==> config.mk <==
export PLATFORM = sky130hd
export DESIGN_NAME = pf_tile_fetch
export DESIGN_NICKNAME = d
export VERILOG_FILES = /design/src/rtl/pf_pkg.sv /design/src/rtl/pf_pix_shifter.sv /design/src/rtl/pf_tile_fetch.sv
export SDC_FILE = /design/constraint.sdc
export NUM_CORES = 1
export LEC_CHECK = 0
export ABC_AREA = 1
export CAP_MARGIN = 20
export CORE_MARGIN = 3
export CORE_UTILIZATION = 37
export CTS_CLUSTER_DIAMETER = 30
export DETAILED_ROUTE_END_ITERATION = 6
export PLACE_DENSITY_LB_ADDON = 0.08
export SLEW_MARGIN = 30
export SYNTH_ARGS = -nofsm -noshare
export SYNTH_HDL_FRONTEND = slang
export SYNTH_HIERARCHICAL = 1
export SYNTH_SLANG_ARGS = --single-unit
==> constraint.sdc <==
create_clock -name clk -period 4.73 [get_ports clk]
set_input_delay 0.946 -clock clk [delete_from_list [all_inputs] [get_ports clk]]
set_output_delay 0.946 -clock clk [all_outputs]
set_load 0.01 [all_outputs]
==> src/rtl/pf_pkg.sv <==
// Shared types and constants for the playfield tile fetch path.
package pf_pkg;

  localparam int PF_ROM_AW = 11;
  localparam int PF_TILE_W = 8;
  localparam int PF_ROW_W  = 3;
  localparam int PF_PAL_W  = 4;

  typedef enum logic [1:0] {
    ST_IDLE,
    ST_ADDR,
    ST_WAIT
  } pf_fetch_state_e;

  typedef struct packed {
    logic [PF_TILE_W-1:0] code;
    logic [PF_ROW_W-1:0]  row;
    logic [PF_PAL_W-1:0]  pal;
    logic                 flipx;
  } pf_tile_desc_t;

  function automatic logic [PF_TILE_W-1:0] pf_rev8(input logic [PF_TILE_W-1:0] b);
    logic [PF_TILE_W-1:0] r;
    for (int i = 0; i < PF_TILE_W; i++) r[i] = b[PF_TILE_W-1-i];
    return r;
  endfunction

endpackage

==> src/rtl/pf_pix_shifter.sv <==
// 2bpp pixel serializer: two plane shift registers, remaining-count and sticky underrun.
module pf_pix_shifter #(
  parameter int PAL_W = 4
) (
  input  logic             clk,
  input  logic             reset_i,
  input  logic             flush_i,
  input  logic             ce_pix_i,
  input  logic             buf_full_i,
  input  logic [7:0]       buf_p0_i,
  input  logic [7:0]       buf_p1_i,
  input  logic [PAL_W-1:0] buf_pal_i,
  output logic             reload_o,
  output logic [1:0]       pix_o,
  output logic [PAL_W-1:0] pix_pal_o,
  output logic             pix_valid_o,
  output logic             underrun_o
);

  logic [7:0]       p0_q, p1_q;
  logic [PAL_W-1:0] pal_q;
  logic [3:0]       cnt_q;
  logic             und_q;
  logic             load;

  assign load     = ce_pix_i && (cnt_q <= 4'd1) && buf_full_i;
  assign reload_o = load && !flush_i && !reset_i;

  always_ff @(posedge clk) begin
    if (reset_i || flush_i) begin
      cnt_q <= 4'd0;
      und_q <= 1'b0;
    end else if (ce_pix_i) begin
      if (load) begin
        cnt_q <= 4'd8;
      end else if (cnt_q != 4'd0) begin
        cnt_q <= cnt_q - 4'd1;
        // Last pixel leaving with nothing buffered behind it.
        if (cnt_q == 4'd1) und_q <= 1'b1;
      end
    end
  end

  always_ff @(posedge clk) begin
    if (ce_pix_i) begin
      if (load) begin
        p0_q  <= buf_p0_i;
        p1_q  <= buf_p1_i;
        pal_q <= buf_pal_i;
      end else begin
        p0_q <= {p0_q[6:0], 1'b0};
        p1_q <= {p1_q[6:0], 1'b0};
      end
    end
  end

  assign pix_valid_o = (cnt_q != 4'd0);
  assign pix_o       = pix_valid_o ? {p1_q[7], p0_q[7]} : 2'b00;
  assign pix_pal_o   = pix_valid_o ? pal_q : '0;
  assign underrun_o  = und_q;

endmodule

==> src/rtl/pf_tile_fetch.sv <==
// Playfield tile fetch FSM, ROM address register and one-tile buffer feeding the pixel shifter.
// Horizontal flip is built only when PF_FLIPX_EN is defined.
module pf_tile_fetch
  import pf_pkg::*;
#(
  parameter int PAL_W = 4
) (
  input  logic                 clk,
  input  logic                 reset,
  input  logic                 ce_pix,
  input  logic                 flush,
  input  logic                 tile_valid,
  output logic                 tile_ready,
  input  logic [PF_TILE_W-1:0] tile_code,
  input  logic [PF_ROW_W-1:0]  tile_row,
  input  logic [PAL_W-1:0]     tile_pal,
  input  logic                 tile_flipx,
  output logic [PF_ROM_AW-1:0] rom_a,
  input  logic [7:0]           rom0_d,
  input  logic [7:0]           rom1_d,
  output logic [1:0]           pix,
  output logic [PAL_W-1:0]     pix_pal,
  output logic                 pix_valid,
  output logic                 underrun
);

  pf_fetch_state_e      state_q;
  logic [PF_ROM_AW-1:0] rom_a_q;
  logic [PAL_W-1:0]     pal_q;
  logic                 buf_full_q;
  logic [7:0]           buf_p0_q, buf_p1_q;
  logic [7:0]           buf_p0_d, buf_p1_d;
  logic                 accept;
  logic                 reload;

  assign tile_ready = (state_q == ST_IDLE) && !buf_full_q && !flush && !reset;
  assign accept     = tile_valid && tile_ready;
  assign rom_a      = rom_a_q;

`ifdef PF_FLIPX_EN
  logic flip_q;
  // Reversal happens once at capture so the shifter always runs MSB first.
  assign buf_p0_d = flip_q ? pf_rev8(rom0_d) : rom0_d;
  assign buf_p1_d = flip_q ? pf_rev8(rom1_d) : rom1_d;

  always_ff @(posedge clk) begin
    if (accept) flip_q <= tile_flipx;
  end
`else
  logic unused_flipx;
  assign unused_flipx = tile_flipx;
  assign buf_p0_d     = rom0_d;
  assign buf_p1_d     = rom1_d;
`endif

  always_ff @(posedge clk) begin
    if (reset) begin
      state_q    <= ST_IDLE;
      buf_full_q <= 1'b0;
      rom_a_q    <= '0;
    end else if (flush) begin
      state_q    <= ST_IDLE;
      buf_full_q <= 1'b0;
    end else begin
      if (reload) buf_full_q <= 1'b0;
      case (state_q)
        ST_IDLE: begin
          if (accept) begin
            rom_a_q <= {tile_code, tile_row};
            state_q <= ST_ADDR;
          end
        end
        ST_ADDR: state_q <= ST_WAIT;
        ST_WAIT: begin
          buf_full_q <= 1'b1;
          state_q    <= ST_IDLE;
        end
        default: state_q <= ST_IDLE;
      endcase
    end
  end

  // Buffer data needs no reset: buf_full_q gates every use of it.
  always_ff @(posedge clk) begin
    if (accept) pal_q <= tile_pal;
    if (state_q == ST_WAIT) begin
      buf_p0_q <= buf_p0_d;
      buf_p1_q <= buf_p1_d;
    end
  end

  pf_pix_shifter #(
    .PAL_W(PAL_W)
  ) u_shifter (
    .clk        (clk),
    .reset_i    (reset),
    .flush_i    (flush),
    .ce_pix_i   (ce_pix),
    .buf_full_i (buf_full_q),
    .buf_p0_i   (buf_p0_q),
    .buf_p1_i   (buf_p1_q),
    .buf_pal_i  (pal_q),
    .reload_o   (reload),
    .pix_o      (pix),
    .pix_pal_o  (pix_pal),
    .pix_valid_o(pix_valid),
    .underrun_o (underrun)
  );

endmodule

==> out/metrics.cfg <==
[status]
outcome = finished, final reports clean

[timing]
setup_viol = 0
setup_slack_ns = 1.36
fmax_ghz = 0.297
fin_crit_ns = 3.37
tightest_slew_ns = 0.480
rsz0062_at_grt = false
maxSlewHeadroom_pct = 67.9
finalCritPeriodShare_pct = 71.2
drv_slew = 0
finalHoldViolCount = 0
final.setup.tns_ns = 0
finalClockSkew_ns = 0.00625

[floorplanning]
chipHeight_um = 86.6
fp.dieW_um = 86.6
dieArea_um2 = 7510
boundaryPins = 57
num_rows = 28
fp.coreArea_um2 = 6100
initial_core_util_pct = 39.5

[placed_design]
globalplace.congestion = 0.704
io_buffers = 55
place_ws_ns = 1.34
dp_hpwl_mm = 2.94

[logic_synthesis]
ys_ff_latch = 59
synth-main-ff-cell = edfxtp_1
synthArstFlopShare_pct = 0
synth_nets = 278
ys_warn_count = 6
avgSynthCellArea_um2 = 10.1
synth_area_leaders = edfxtp_1 (50%), dfxtp_1 (16%), nand2_1 (12%)
synth_cells = 238
synth_edf_count = 40
ys_seq_area_share_pct = 65.7
synth.top_cell.area_share_pct = 49.9
synth_area_leader_cell = edfxtp_1
syn-cell-area_um2 = 2410
ys_types = 21

[routing]
drc_errors = 0
detail_route.first_pass.iterations = 4
drt_wl_total_mm = 4.27
ant_nets = 0
via_per_inst = 4.26
wl_per_cell_um = 11.2
drt_iter0_markers = 51
vias = 1619

[flow_run]
max_cap_violations = 0

[clock_tree]
cts_resized = 0
clock_latency_ns = 0.32
clkTransAtPathRegs_ns = 0.07
ctsHoldBuffers = 0
cts_tree = built
numCtsBuffers = 9
cts-root-buf = clkbuf_8
post_cts_buffers = 0
clock_path_buffers = 2
htreeDepth = 3
clock_sinks = 59

[grt]
grt_pass1_wl_mm = 7.61
track_usage_pct = 13.3
grt_pass1_vias = 1679
overflow = 0
grt_max_degree = 25
antenna_found_initial = 0

[cells_and_area]
final_cell_mix = nand2_1 (75), clkdlybuf4s50_1 (55), edfxtp_1 (40)
layout.nets = 340
drive_above_1_share_pct = 8.85
fill_cells = 572
utilization_pct = 53.4
syn_to_final_growth_pct = 35.3
antenna_cells = 0
final_common_cell = nand2_1

[critical_path]
worst_setup_path_end_kind = output pin
crit_fanout = 3
worstSetupStartpointType = input port
worstSetupPathType = in -> out
crit_arrival_ns = 2.42
crit_required_ns = 3.78

[power_and_ir_drop]
power.density_nw_per_um2 = 367
power.leakage_nw = 1.38
peakVddDrop_v = 0.000243

[hold_path]
worstHoldPathType = reg -> reg

## worst paths after layout
path                            from            endpoint  slack [ns]  cells past startpoint
hold / removal              pal_q[1]  u_shifter/pal_q[1]        0.42                      0
setup reg to reg  u_shifter/cnt_q[0]  u_shifter/pal_q[2]        3.04                      6
hold reg to reg             pal_q[1]  u_shifter/pal_q[1]        0.42                      0
setup / recovery               flush          tile_ready        1.36                      5
## flip-flops by register name (all words and copies together) (netlist names)
signal / flops
u_shifter/p1_q: 8
u_shifter/pal_q: 4
u_shifter/p0_q: 8
rom_a: 11
buf_p0_q: 8
buf_p1_q: 8
state_q: 2
buf_full_q: 1
pal_q: 4
u_shifter/underrun_o: 1
u_shifter/cnt_q: 4
## layout make-up
cell class              instances  area [um^2]  area share, %
clock buffers                   9          124           3.80
clock inverters                 7          115           3.54
inverters                      35          134           4.11
multi-input cells             138          642           19.7
flip-flops and latches         59         1580           48.6
well taps                      75         93.8           2.88
repair buffers                 57          566           17.4
## synth_stat cells, drive strengths merged (3+ instances only)
cell type	count
nand3	7
a21oi	4
dfxtp	19
nand2	77
buf	6
edfxtp	40
nor2	42
ha	3
inv	35
## per-stage QoR
step | hold slack [ns] | power, mW | cell area [um^2] | std cells
after floorplan | 0.400 | 0.610 | 2410 | 238
after global placement | 0.401 | 0.658 | 3020 | 364
after detailed placement | 0.410 | 0.660 | 3020 | 364
after CTS | 0.426 | 1.22 | 3260 | 380
after global routing | 0.444 | 1.25 | 3260 | 380
final | 0.424 | 1.19 | 3260 | 380
## routing by layer
| metal | track usage, % | vias up | wire length [um] |
|---|---|---|---|
| li1 | - | 859 | - |
| met1 | 15.4 | 720 | 1860 |
| met5 | 0 | - | 0 |
| met4 | 7.22 | 0 | 65 |
| met2 | 22.0 | 34 | 2150 |
| met3 | 3.99 | 6 | 189 |
## cells by family (layout without fill, tap and decap cells)
family / Yosys count / after routing / synth area share, %
AND/OR/NAND/NOR: 129 / 129 / 23.3
flip-flops: 59 / 59 / 65.7
buffers and inverters: 41 / 108 / 7.59
AO/OA/AOI/OAI: 5 / 5 / 1.46
adder cells (fa/ha/maj): 3 / 3 / 1.56
XOR/XNOR: 1 / 1 / 0.364
## report_power, final
part / internal (mW) / switching [mW] / total (mW)
clock network: 0.349 / 0.197 / 0.546
logic: 0.0443 / 0.0310 / 0.0753
registers: 0.567 / 0.00543 / 0.572
## critical path: stages
cell             delay [ns]
clkdlybuf4s50_1        0.46
nor2_4                 0.17
inv_1                  0.07
nor4_1                 0.17
clkdlybuf4s50_1        0.59
Note: power is estimated with default switching activity, not from simulation.
